## config.mk

```make
export PLATFORM = sky130hd
export DESIGN_NAME = pick_arbiter
export DESIGN_NICKNAME = d
export VERILOG_FILES = /design/src/rtl/pick_arbiter.sv
export SDC_FILE = /design/constraint.sdc
export NUM_CORES = 1
export LEC_CHECK = 0
export BUFFER_PORTS_ARGS = -buffer_cell sky130_fd_sc_hd__buf_2
export CAP_MARGIN = 15
export CORE_AREA = 2 2 39 41
export DETAILED_ROUTE_END_ITERATION = 8
export DIE_AREA = 0 0 41 43
export GPL_ROUTABILITY_DRIVEN = 0
export PLACE_DENSITY = 0.63
export SYNTH_ARGS = -nofsm -noshare
export SYNTH_HDL_FRONTEND = slang
export SYNTH_SLANG_ARGS = --single-unit
```

## constraint.sdc

```tcl
create_clock -name clk -period 4.1 [get_ports clk]
set_input_delay 0.615 -clock clk [delete_from_list [all_inputs] [get_ports clk]]
set_output_delay 0.615 -clock clk [all_outputs]
set_load 0.02 [all_outputs]
```

## src/rtl/pick_arbiter.sv

```systemverilog
// Four-requester valid/ready arbiter feeding one registered output word.
// Optional build macro PICK_ARB_FIXED_PRIO_EN: index 0 always has top priority, no rotation pointer.
module pick_arbiter #(
  parameter int DATA_W = 2
) (
  input  logic                  clk,
  input  logic                  rst,
  input  logic [3:0]            req_valid,
  input  logic [4*DATA_W-1:0]   req_data,
  output logic [3:0]            req_ready,
  output logic                  out_valid,
  input  logic                  out_ready,
  output logic [DATA_W-1:0]     out_data,
  output logic [1:0]            out_sel
);

  logic              full_q, full_d;
  logic [DATA_W-1:0] data_q, data_d;
  logic [1:0]        sel_q, sel_d;
  logic [1:0]        base;
  logic [1:0]        grant;
  logic [1:0]        idx;
  logic              found;
  logic              any_req;
  logic              load_en;
  logic              xfer;
  logic [DATA_W-1:0] req_word [4];

`ifdef PICK_ARB_FIXED_PRIO_EN
  assign base = 2'd0;
`else
  logic [1:0] ptr_q, ptr_d;

  // The pointer only moves past a requester that actually won a transfer.
  always_comb begin
    ptr_d = ptr_q;
    if (xfer) begin
      ptr_d = grant + 2'd1;
    end
  end

  always_ff @(posedge clk) begin
    if (rst) begin
      ptr_q <= 2'd0;
    end else begin
      ptr_q <= ptr_d;
    end
  end

  assign base = ptr_q;
`endif

  assign any_req = |req_valid;
  assign load_en = !full_q || out_ready;
  assign xfer    = load_en && any_req && !rst;

  // Search from the priority base upward, wrapping modulo 4.
  always_comb begin
    grant = base;
    idx   = base;
    found = 1'b0;
    for (int k = 0; k < 4; k++) begin
      idx = base + 2'(k);
      if (!found && req_valid[idx]) begin
        grant = idx;
        found = 1'b1;
      end
    end
  end

  genvar gi;
  generate
    for (gi = 0; gi < 4; gi++) begin : g_req
      assign req_word[gi]  = req_data[gi*DATA_W +: DATA_W];
      assign req_ready[gi] = xfer && (grant == 2'(gi));
    end
  endgenerate

  // A new load wins over a drain, so back-to-back words never bubble.
  always_comb begin
    full_d = full_q;
    data_d = data_q;
    sel_d  = sel_q;
    if (xfer) begin
      full_d = 1'b1;
      data_d = req_word[grant];
      sel_d  = grant;
    end else if (out_ready) begin
      full_d = 1'b0;
    end
  end

  always_ff @(posedge clk) begin
    if (rst) begin
      full_q <= 1'b0;
      data_q <= '0;
      sel_q  <= 2'd0;
    end else begin
      full_q <= full_d;
      data_q <= data_d;
      sel_q  <= sel_d;
    end
  end

  assign out_valid = full_q;
  assign out_data  = data_q;
  assign out_sel   = sel_q;

endmodule

```

# == Word-level counts from Yosys, hierarchy flattened ==
# Index checks and enable logic that the tools add are counted.
# word_totals
regBits,7
word_cells,54
# op_classes
addsub,4
magnitude_cmp,5
n_eq_ne,3
muxes,19
bitwise,1
reduce_logical,18
# op_table
operator,n
2-bit by 3-bit less-than comparator with 1-bit output (second input constant),4
2-bit 2-to-1 mux,5
1-bit logical AND,9
1-bit 2-to-1 mux,9
1-bit binary-select mux with 2-bit select,4
1-bit zero test,5
2-bit by 1-bit adder with 2-bit output (second input constant),2
2-bit adder (second input constant),2
2-bit binary-select mux with 2-bit select,1
2-bit equality test (second input constant),2
4-bit OR reduction,1
3-bit greater-or-equal comparator (second input constant),1
2-bit NOT with 3-bit output,1
2-bit by 1-bit equality test with 1-bit output (second input constant),1
2-bit zero test,1
2-bit nonzero test,1
1-bit logical OR,1

# == Depth between registers and ports, before layout ==
# logic_depth
depth_word,16
ltp_mapped,6
mapped_depth_nobuf,5

# == Worst setup path before layout ==
# Ideal clock, no wire load.
# synth_timing
path_kind,input to output
from,input req_valid[2]
to,output req_ready[0]
t_arrival_ps,1657
path_slack_ps,1828
cell_stages,5
path_buffers,0
cell_sequence,and2b_2 a221o_1 o22ai_2 nand2_1 nor2_1
# synth_between
elab_chain_cells,14
word_cells_on_any_way,25
# synth_rtl
element,line,rtl
start: declaration,8,"input logic [3:0] req_valid,"
1-bit binary-select mux with 2-bit select,64,if (!found && req_valid[idx]) begin
1-bit 2-to-1 mux (implied by the code),64,
1-bit 2-to-1 mux,64,
1-bit zero test,64,
1-bit logical AND,64,
1-bit 2-to-1 mux,64,
1-bit zero test,64,
1-bit logical AND,64,
1-bit 2-to-1 mux,64,
1-bit zero test,64,
1-bit logical AND,64,
2-bit 2-to-1 mux,64,
2-bit zero test,75,assign req_ready[gi] = xfer && (grant == 2'(gi));
1-bit logical AND (*),75,
end: declaration,10,"output logic [3:0] req_ready,"
# Mark *: on every way between the ends. The rest lies on a longest branch, timed or not. The select of a mux whose other input is x is not followed.

# == Worst setup path after layout ==
# layout_timing
from,input req_valid[2]
to,output req_ready[1]
# layout_between
elab_chain_cells,14
word_cells_on_any_way,25
# layout_rtl
element,line
1-bit binary-select mux with 2-bit select,64
1-bit 2-to-1 mux (implied by the code),64
1-bit 2-to-1 mux,64
1-bit zero test,64
1-bit logical AND,64
1-bit 2-to-1 mux,64
1-bit zero test,64
1-bit logical AND,64
1-bit 2-to-1 mux,64
1-bit zero test,64
1-bit logical AND,64
2-bit 2-to-1 mux,64
2-bit by 1-bit equality test with 1-bit output,75
1-bit logical AND (*),75
# Marked as above.

==> metrics list <==
- The run finished with clean final reports.
- NumNets Final: 92
- Routed wire length on met2: 444 microns
* Final Cell Area: 602 sq um
- Fmax: 382 MHz
- Launching point of the worst reg2reg path: base[0]
- In the routed layout, each cell is associated on average with a via count of 4.96.
* Hold-fix buffer count after cts: 0
* Mean cell area of the mapped netlist: 9.03 sq um
* Total number of yosys warnings: 0
- Number of input and output port buffers inserted: 23
* Post-Syn Instances: 50
- Of the total power, the clock network draws 28.1%.
* Post-place setup slack: 1.50 ns
- Via count of the first global-routing pass: 405
- Net switching is 33.6% of the power.
* Top metal layer carrying routed signals: met3
- Clock slew seen by the registers of the worst setup and hold paths: 0.05 ns
- CP required: 3.48 ns
- Post-route core utilization: 43.5%
* Met1 WL: 478 microns
- Net count after synthesis: 65
- On the final layout, the worst hold slack is 0.485 ns.
- The total overflow left after global routing is 0.
- Area growth, synth to finish: 33.2%
- Launching element type of the critical path: input pin
- Register-to-register setup slack: 2.38 ns
- Number of cells after detailed placement: 88
- Diode count: 0
- 24 I/O pins were placed.
* Root buffer cell: sky130_fd_sc_hd__clkbuf_4
* Worst min path class: flop to flop
* Number of routed nets with antenna violations: 0
- The count of cells in the finished layout, fillers not included, comes to 92.
- The number of buffers and inverters on the critical path is 3.
- Ratio of final minimum period to clock period: 63.8%
- Final hold violation count: 0
* Most frequently used cell type in the post-synthesis netlist: sky130_fd_sc_hd__nor2_1
* Peak ir drop on the vdd network: 0.000144 V
- Cells along the critical path: buf_2 > and2b_2 > o21ai_0 > o221a_1 > inv_1 > nor2_1 > buf_2
* Critical path type: input pin to output port
* CTS max path bufs: 2
* Logic gate share of total power: 34.8%
- The critical path crosses 7 cells after its start point.
- After synthesis, the share of flip-flops with an asynchronous set or reset is 0%.
- In this run the biggest area consumer among cell types represents 31.0% of the synthesized area.
- After the first detailed-routing iteration, the DRC count stood at 3.
* Wire length of the first global-routing pass: 1600 microns
- Detailed placement finished with a half-perimeter wire length of 790 microns.
* Per-cell routed wire length: 10.9 microns
- Placeable core area: 0.00138 sq mm
* Clock sink count: 7
* Largest cells by area after synthesis: sky130_fd_sc_hd__dfxtp_1 31%, sky130_fd_sc_hd__mux2i_1 8.9%, sky130_fd_sc_hd__nor2_1 7.5%, sky130_fd_sc_hd__o221ai_1 3.9%, sky130_fd_sc_hd__or3b_2 3.9%
- Rel. slew slack: 62.1%
* Vertical extent of the die: 43 microns
* Switching component of the power: 0.0758 mW
- Post-detailed-placement cell area: 576 sq um
- The number of pins with negative max-slew slack in the final report is 0.
- After clock tree synthesis, the repair step resized 0 gates.
- For this run, the detailed router's first-pass iteration total came to 4.
- STA classifies the critical path endpoint as an output port.
- Top cells by count, synth: 9 x sky130_fd_sc_hd__nor2_1, 7 x sky130_fd_sc_hd__dfxtp_1, 4 x sky130_fd_sc_hd__mux2i_1
* Seq pwr share: 37.1%
* Final clock skew: 0.00474 ns
- TritonCTS built the clock tree.
* CTS Buf Count: 3
- At the worst endpoint, the arrival time is 2.00 ns.
* Number of placement rows: 14
* Critical path's top delay family: compound AO/OA/AOI/OAI gates
- The synthesized design spends more area on one cell type than any other, namely sky130_fd_sc_hd__dfxtp_1.
- Cell internal power was estimated by the tool at 0.150 mW.
* Starting Density: 32.6%
- After routing, the total negative slack on setup checks comes to 0 ns.
- Synth unique cells: 26
- Detailed routing inserted a total of 456 vias.
- Met3 wire length: 78 microns
- In this design, the critical path's most frequently occurring cell is sky130_fd_sc_hd__buf_2.
- From left edge to right edge, the die measures 41 microns.
* Maxcap violations: 0
* Setup repair after global routing missed its margin: false
* Most instantiated flip-flop cell in the synthesis netlist: sky130_fd_sc_hd__dfxtp_1
- Entering global routing, the biggest net connects 11 pins.
- Final min period: 2.62 ns
* Seq cells post-synth: 7
- Dividing total power by cell area gives a power density of 375 mW/mm^2.
- Once the clock tree was built, the setup fixing pass inserted 0 buffers.
- Static leakage: 0.292 nW
- Fin worst setup slack: 1.48 ns
- Overall routing resource usage: 13.0%
- Power comes to 0.225 mW.
* Filler Cell Count: 156
- Layout cells sized above 1: 46.1%
* Sequential-to-total area share from yosys stat: 31.0%
- Tracing the worst setup path back leads to its startpoint at req_valid[2].
- The floorplan step defined a die boundary enclosing 0.00176 sq mm.
* Routed WL: 1000 microns
* Endpoint of the most critical setup path: req_ready[1]
- Setup violations remaining at the end of the flow were counted as 0.
- Residual DRC count: 0
* Number of cells on the worst reg-to-reg path: 5
- Actual slew at the worst max-slew pin: 0.567 ns
- The number of antenna violations at the first check in global routing is 0.
- CTS built an H-tree with a depth of 1.
* Reg-to-Reg End: out_data[0]
- Number of enable-type register cells in the synthesized netlist: 0
* Clock latency on the worst-skew pair: 0.25 ns
- Of all nets on the critical path, the largest fanout is 9.
- Netlist area before placement: 452 sq um
* Slowest Stage Delay on Critical Path: 0.46 ns
- The slowest stage of the critical path belongs to the cell sky130_fd_sc_hd__o221a_1.
-- state kept, by name, indices dropped and copies added, names as in the netlist --
register and cells:
out_data 2, base 2, out_valid 1, out_sel 2
-- power groups by stage --
stage | combinational [mW] | clock (mW) | sequential [mW]
2_1_floorplan | 0.0493 | 0 | 0.0928
3_3_place_gp | 0.0776 | 0 | 0.0851
3_5_place_dp | 0.0788 | 0 | 0.0849
4_1_cts | 0.0790 | 0.0644 | 0.0838
5_1_grt | 0.0859 | 0.0689 | 0.0853
6_report | 0.0784 | 0.0634 | 0.0837
-- worst min-delay path, cell delays in order (launching register included) --
cell                       delay, ns
sky130_fd_sc_hd__dfxtp_1        0.31
sky130_fd_sc_hd__nand2b_1       0.06
sky130_fd_sc_hd__o21ai_0        0.06
-- layer usage --
metal / track usage (%) / vias to the layer above
li1: - / 233
met4: 6.00 / 0
met5: 0 / -
met2: 18.1 / 18
met3: 3.14 / 0
met1: 18.3 / 205
-- kinds of logic (layout without fill, tap and decap cells) --
logic type	count (synthesis)	after routing	share of synthesized area, %
and+or+nand+nor	20	20	26.9
DFF	7	7	31.0
AOI/OAI and AO/OA	14	14	26.3
xor gates and xnor gates	1	1	1.94
buffers and inverters	4	30	4.99
muxes	4	4	8.86
-- area by class of cell --
class	instances	area, sq um	share of cell area (%)
Clock buffer	4	26.3	4.37
Inverter	3	11.3	1.87
Multi-Input combinational cell	39	289	48.0
Sequential cell	7	140	23.3
Tap cell	16	20.0	3.33
Timing Repair Buffer	23	115	19.1
-- worst min-delay path by stage --
stage               startpoint          to  slack [ns]  cells after the start
floorplan              base[0]     base[0]        0.48                      1
detailed placement  out_sel[0]  out_sel[0]        0.46                      1
finish              out_sel[1]  out_sel[1]        0.48                      2
global route        out_sel[1]  out_sel[1]        0.51                      2
global placement    out_sel[1]  out_sel[1]        0.47                      2
CTS                 out_sel[0]  out_sel[0]        0.49                      1
-- cells in the final DEF (no fill, tap or decap), types with 2 or more instances in the layout --
| cell type | n |
|---|---|
| sky130_fd_sc_hd__o221ai_1 | 2 |
| sky130_fd_sc_hd__or3b_2 | 2 |
| sky130_fd_sc_hd__a21oi_1 | 2 |
| sky130_fd_sc_hd__dfxtp_1 | 7 |
| sky130_fd_sc_hd__inv_1 | 3 |
| sky130_fd_sc_hd__nor2_1 | 9 |
| sky130_fd_sc_hd__buf_2 | 23 |
| sky130_fd_sc_hd__o21ai_0 | 2 |
| sky130_fd_sc_hd__nand2b_1 | 2 |
| sky130_fd_sc_hd__mux2i_1 | 4 |
| sky130_fd_sc_hd__clkbuf_4 | 3 |
Note: power is estimated with default switching activity, not from simulation.
